**src/rtl/hilo_unit.sv**
```systemverilog
// -----------------------------------------------------------------------------
// hilo_unit
//
// Purpose:
//   Consumer end of the ALU 64-bit result path. ALU result packets
//   (operation code + 64-bit result) enter through a valid/ready handshake and
//   wait in a small in-order FIFO. The head packet commits to the
//   architectural HI/LO registers (write, accumulate or move). MFHI/MFLO reads
//   are returned through a valid/ready output port toward writeback.
//
// Parameters:
//   DEPTH       input FIFO entries (power of two, at least 2)
//
// Ports:
//   Clk         clock, all state updates on the rising edge
//   Rst_n       asynchronous active-low reset
//   InValid     packet on ALUControl/ALUResult is valid
//   InReady     unit can accept a packet this cycle
//   ALUControl  5-bit operation code (ALU encoding)
//   ALUResult   64-bit ALU output for this operation
//   RdValid     RdData holds an MFHI/MFLO result
//   RdReady     downstream accepts RdData this cycle
//   RdData      32-bit MFHI/MFLO read value
//   HI, LO      architectural HI/LO registers
//   Busy        FIFO non-empty or RdValid high
// -----------------------------------------------------------------------------
module hilo_unit #(
  parameter int DEPTH = 2
) (
  input  logic        Clk,
  input  logic        Rst_n,
  input  logic        InValid,
  output logic        InReady,
  input  logic [4:0]  ALUControl,
  input  logic [63:0] ALUResult,
  output logic        RdValid,
  input  logic        RdReady,
  output logic [31:0] RdData,
  output logic [31:0] HI,
  output logic [31:0] LO,
  output logic        Busy
);

  localparam int AW = (DEPTH > 1) ? $clog2(DEPTH) : 1;
  localparam logic [AW:0] FULL_CNT = (AW + 1)'(DEPTH);

  localparam logic [4:0] OP_MULT  = 5'b01000;
  localparam logic [4:0] OP_MULTU = 5'b01001;
  localparam logic [4:0] OP_DIV   = 5'b01111;
  localparam logic [4:0] OP_DIVU  = 5'b10000;
  localparam logic [4:0] OP_MADD  = 5'b10001;
  localparam logic [4:0] OP_MSUB  = 5'b10010;
  localparam logic [4:0] OP_MFHI  = 5'b10101;
  localparam logic [4:0] OP_MTHI  = 5'b10110;
  localparam logic [4:0] OP_MFLO  = 5'b10111;
  localparam logic [4:0] OP_MTLO  = 5'b11000;

  // 64-bit accumulate, wrapping modulo 2^64 (no overflow reporting).
  function automatic logic [63:0] acc64(input logic [63:0] acc,
                                        input logic [63:0] val,
                                        input logic        sub);
    acc64 = sub ? (acc - val) : (acc + val);
  endfunction

  // FIFO storage: data only, never reset; validity is tracked by count_q.
  logic [4:0]  ctrl_mem [DEPTH];
  logic [63:0] res_mem  [DEPTH];

  logic [AW-1:0] wr_ptr_q, wr_ptr_d;
  logic [AW-1:0] rd_ptr_q, rd_ptr_d;
  logic [AW:0]   count_q,  count_d;
  logic [31:0]   hi_q, hi_d;
  logic [31:0]   lo_q, lo_d;
  logic [31:0]   rd_data_q, rd_data_d;
  logic          rd_valid_q, rd_valid_d;

  logic        push;
  logic        pop;
  logic [4:0]  head_ctrl;
  logic [63:0] head_res;
  logic        head_is_mf;
  logic        slot_free;

  assign InReady    = (count_q < FULL_CNT);
  assign push       = InValid & InReady;

  assign head_ctrl  = ctrl_mem[rd_ptr_q];
  assign head_res   = res_mem[rd_ptr_q];
  assign head_is_mf = (head_ctrl == OP_MFHI) || (head_ctrl == OP_MFLO);

  // The output slot can take a new read if it is empty or draining now.
  assign slot_free  = !rd_valid_q || RdReady;

  // A read at the head stalls everything behind it until the slot frees,
  // keeping commits strictly in order.
  assign pop        = (count_q != '0) && (!head_is_mf || slot_free);

  always_comb begin
    wr_ptr_d   = wr_ptr_q;
    rd_ptr_d   = rd_ptr_q;
    count_d    = count_q;
    hi_d       = hi_q;
    lo_d       = lo_q;
    rd_data_d  = rd_data_q;
    rd_valid_d = rd_valid_q;

    if (push) begin
      wr_ptr_d = wr_ptr_q + 1'b1;
    end
    if (pop) begin
      rd_ptr_d = rd_ptr_q + 1'b1;
    end
    case ({push, pop})
      2'b10:   count_d = count_q + 1'b1;
      2'b01:   count_d = count_q - 1'b1;
      default: count_d = count_q;
    endcase

    // A completed transfer empties the slot; an MF* committing on the same
    // edge refills it below.
    if (rd_valid_q && RdReady) begin
      rd_valid_d = 1'b0;
    end

    if (pop) begin
      case (head_ctrl)
        OP_MULT, OP_MULTU, OP_DIV, OP_DIVU: begin
          hi_d = head_res[63:32];
          lo_d = head_res[31:0];
        end
        OP_MADD, OP_MSUB: begin
          {hi_d, lo_d} = acc64({hi_q, lo_q}, head_res, head_ctrl == OP_MSUB);
        end
        OP_MTHI: hi_d = head_res[31:0];
        OP_MTLO: lo_d = head_res[31:0];
        OP_MFHI: begin
          rd_data_d  = hi_q;
          rd_valid_d = 1'b1;
        end
        OP_MFLO: begin
          rd_data_d  = lo_q;
          rd_valid_d = 1'b1;
        end
        default: ;
      endcase
    end
  end

  always_ff @(posedge Clk or negedge Rst_n) begin
    if (!Rst_n) begin
      wr_ptr_q   <= '0;
      rd_ptr_q   <= '0;
      count_q    <= '0;
      hi_q       <= '0;
      lo_q       <= '0;
      rd_data_q  <= '0;
      rd_valid_q <= 1'b0;
    end else begin
      wr_ptr_q   <= wr_ptr_d;
      rd_ptr_q   <= rd_ptr_d;
      count_q    <= count_d;
      hi_q       <= hi_d;
      lo_q       <= lo_d;
      rd_data_q  <= rd_data_d;
      rd_valid_q <= rd_valid_d;
    end
  end

  always_ff @(posedge Clk) begin
    if (push) begin
      ctrl_mem[wr_ptr_q] <= ALUControl;
      res_mem[wr_ptr_q]  <= ALUResult;
    end
  end

  assign HI      = hi_q;
  assign LO      = lo_q;
  assign RdData  = rd_data_q;
  assign RdValid = rd_valid_q;
  assign Busy    = (count_q != '0) || rd_valid_q;

endmodule

```
**config.mk**
```make
export PLATFORM = sky130hd
export DESIGN_NAME = hilo_unit
export DESIGN_NICKNAME = d
export VERILOG_FILES = /design/src/rtl/hilo_unit.sv
export SDC_FILE = /design/constraint.sdc
export NUM_CORES = 1
export LEC_CHECK = 0
export CORE_UTILIZATION = 56
export DETAILED_ROUTE_END_ITERATION = 16
export PLACE_DENSITY = 0.87
export SLEW_MARGIN = 0
export SYNTH_ARGS = -nofsm -noshare
export SYNTH_HDL_FRONTEND = slang
export SYNTH_SLANG_ARGS = --single-unit
```
**constraint.sdc**
```tcl
create_clock -name Clk -period 8.45 [get_ports Clk]
set_clock_uncertainty 0.15 [all_clocks]
set_input_delay 1.2675 -clock Clk [delete_from_list [all_inputs] [get_ports Clk]]
set_output_delay 1.2675 -clock Clk [all_outputs]
set_load 0.03 [all_outputs]
```
==> impl_metrics.csv <==
group,metric,value,unit
global_route,met3_usage,0.0685,
global_route,overflow,0,
route,viasPerCell,6.47,
timing,fin_crit,7.16,ns
setup_path,worst_setup_path_start_kind,"flop",
yosys,ys_types,83,
status,status,"finished clean",
route,first_pass_iters,5,
cts,clk_latency,0.55,ns
timing,tightest_slew,0.943,ns
route,ant_nets,0,
yosys,syn_inst,1603,
power_and_ir_drop,power_switching_share,0.493,
power_and_ir_drop,power.clock.fraction,0.133,
timing,hold_viol_final,0,
timing,tns,0,ns
setup_path,required,8.77,ns
floorplanning,start_util,0.570,
global_route,grt_busiest_layer,"met2",
yosys,synth-main-ff-cell,"edfxtp_1",
cts,cts_resized,0,
timing,period_share,0.848,
power_and_ir_drop,p_leak,7.05,nW
route,vias,13600,
power_and_ir_drop,p_sw,4.32,mW
layout,nNetsFinal,1886,
yosys,synth-seq-cells,239,
placement,dp.cells,2060,
global_route,grt_pass1_wl,76.7,mm
power_and_ir_drop,intPower,4.45,mW
global_route,grt_use_total,0.358,
yosys,syn_nets,1742,
setup_path,cp.arrival,7.49,ns
yosys,ys_seq_area_frac,0.435,
layout,layout.cells.non_filler,2107,
yosys,syn_area_per_cell,9.56,um2
yosys,synth_top_area_frac,0.270,
cts,numCtsBuffers,26,
power_and_ir_drop,power.density,481,nW/um2
layout,diodes,0,
yosys,synth.area.top_cells,"edfxtp_1 27%, dfrtp_1 16%, mux2i_1 6.5%",
cts,clkTransAtPathRegs,0.07,ns
floorplanning,die_x,167,um
global_route,grt_max_degree,73,
cts,ctsHtreeMaxLevel,1,
cts,cts_tree,"built",
power_and_ir_drop,irDropWorstVdd,190,uV
power_and_ir_drop,pwr-share-comb,0.632,
floorplanning,core_area,26900,um2
layout,area_delta_synth_final,18.8,%
global_route,antenna_found_initial,0,
timing,setup_viol,0,
route,drtIter0Drc,1490,
placement,portBuffers,171,
power_and_ir_drop,seqPwrFrac,0.235,
floorplanning,die_h,167,um
placement,gp_congestion,1.07,
yosys,synth_edf_count,138,
cts,cts_root_buffer,"clkbuf_16",
floorplanning,num_io_pins,172,
yosys,synthesis.area,15300,um2
yosys,async_reset_ff_frac,0.423,
route,wire_per_inst,23.9,um
timing,max_freq,140,MHz
timing,drv_slew,0,
cts,cts_hold_buf,0,
yosys,yosys_warnings,0,
layout,n_fill_cell,2097,
flow_run,drv_cap,0,
global_route,grt_use_met1,0.517,
timing,rsz0062_at_grt,"no",
timing,maxSlewHeadroom,0.371,
cts,clockBufferDepth,3,
route,route.detailed.drc,0,
route,drt_wl_total,50.4,mm
yosys,synth_top_cell_by_area,"edfxtp_1",
global_route,use_met2,0.544,
global_route,grt_pass1_vias,12900,
placement,dp_hpwl,38.7,mm
worst_hold_path,hp-class,"reg -> reg",
setup_path,crit_path_end_kind,"flop",
floorplanning,rows,60,
cts,clock-sinks,239,
setup_path,crit_type,"reg -> reg",
setup_path,path_max_fanout,69,
cts,cts_setup_buffers,0,
layout,drive_gt1_frac,0.0612,
floorplanning,floorplan.die_area,28000,um2
## per-layer routing
layer,up-vias,share of wire
li1,6247,-
met1,6503,0.43
met2,775,0.44
met3,106,0.10
met4,0,0.034
met5,-,0
## cell type report
cell class | instances | area (um2) | share of cell area
repair buffers | 198 | 1910 | 0.105
well taps | 341 | 427 | 0.0234
multi-input cells | 1263 | 8260 | 0.454
inverters | 19 | 71.3 | 0.00392
flip-flops and latches | 239 | 6680 | 0.366
clock inverters | 13 | 166 | 0.00914
clock buffers | 34 | 702 | 0.0385
## cell usage after synthesis (6+ instances only)
cell type and instances:
xor2_1 47, nor4_1 8, a211oi_1 8, nand4_1 20, o22ai_1 26, a21oi_1 184
mux2i_1 99, o21ai_0 121, clkbuf_1 61, inv_1 19, nor3b_1 10, o21a_1 10
nor2_1 158, nand2b_1 10, or2_2 6, nor3_1 47, ha_1 65, a21o_1 34
nand2_1 145, o21bai_1 9, buf_2 9, mux2_2 10, dfrtp_1 101, a21boi_0 7
a31oi_1 15, or3_1 12, o221ai_1 10, and3_1 13, xnor2_1 74, edfxtp_1 138
nand3_1 21
## cell usage in the layout, fill, tap and decap left out, types with 8 or more instances in the layout
master           count
a21o_1              34
o22ai_1             26
inv_1               19
o21bai_1             9
nand4_1             20
nor3b_1             10
xor2_1              47
ha_1                65
xnor2_1             74
o21ai_0            121
clkdlybuf4s50_1    170
and3_1              12
mux2_2              10
or3_1               12
nor4_1               8
clkbuf_16           27
nand2b_1            10
buf_4               28
a211oi_1             8
o21a_1              10
a31oi_1             15
nor2_1             156
nor3_1              46
mux2i_1             99
nand2_1            145
a21oi_1            184
nand3_1             21
edfxtp_1           138
dfrtp_1            100
o221ai_1            10
## state kept, by name (all words and copies together) (netlist names)
| name | cells |
|---|---|
| ctrl_mem | 10 |
| count_q | 2 |
| LO | 32 |
| RdValid | 1 |
| HI | 32 |
| rd_ptr_q | 1 |
| res_mem | 128 |
| wr_ptr_q | 1 |
| RdData | 32 |
## stage by stage
stage | power [mW] | setup WS, ns | area [um2] | hold WS, ns | util
final | 8.77 | 1.29 | 18200 | 0.379 | 0.678
after global placement | 7.35 | 1.68 | 17300 | 0.358 | 0.645
after floorplan | 5.71 | 1.93 | 15300 | 0.311 | -
after global routing | 9.24 | 0.854 | 18200 | 0.408 | 0.678
after detailed placement | 7.44 | 1.54 | 17300 | 0.369 | 0.645
after CTS | 8.64 | 1.51 | 18200 | 0.382 | 0.678
## power groups by stage
stage / sequential, mW / clock [mW] / combinational [mW]
floorplan: 2.32 / 0 / 3.39
global placement: 2.05 / 0 / 5.30
CTS: 2.05 / 1.18 / 5.41
global route: 2.09 / 1.22 / 5.93
finish: 2.06 / 1.17 / 5.54
detailed placement: 2.07 / 0 / 5.37
## path summary, 6_finish.rpt
check                           start    endpoint  slack [ns]  cells after the start
max                          rd_ptr_q      HI[30]        1.29                     18
min                        RdData[11]  RdData[11]        0.38                      2
max reg2reg                  rd_ptr_q      HI[30]        1.29                     18
min reg2reg                RdData[11]  RdData[11]        0.38                      2
max in group asynchronous       Rst_n  RdData[31]        6.30                      2
min in group asynchronous       Rst_n       HI[1]        0.52                      1
## worst max-delay path: stages (launching register included)
cell	delay, ns
dfrtp_4	1.00
buf_4	0.65
nor2_1	0.14
a32oi_1	0.26
nor2_1	0.12
nand2_1	0.67
o21ai_0	0.51
xnor2_1	0.25
ha_1	0.38
and3_1	0.26
nor2b_1	0.18
and3_1	0.25
a2111oi_2	0.62
a21oi_1	0.33
a31o_2	0.33
a31oi_2	0.32
nor3_1	0.12
or3_1	0.39
nand3_1	0.09
## cells by family after synthesis
family                   count (synthesis)  synth area share
AO/OA/AOI/OAI                          480             0.188
XOR/XNOR                               121            0.0691
adder cells (fa/ha/maj)                 66            0.0544
buffers and inverters                  101            0.0279
flip-flops                             239             0.435
multiplexers                           110            0.0735
AND/OR/NAND/NOR                        486             0.152
(Power assumes the default switching activity.)
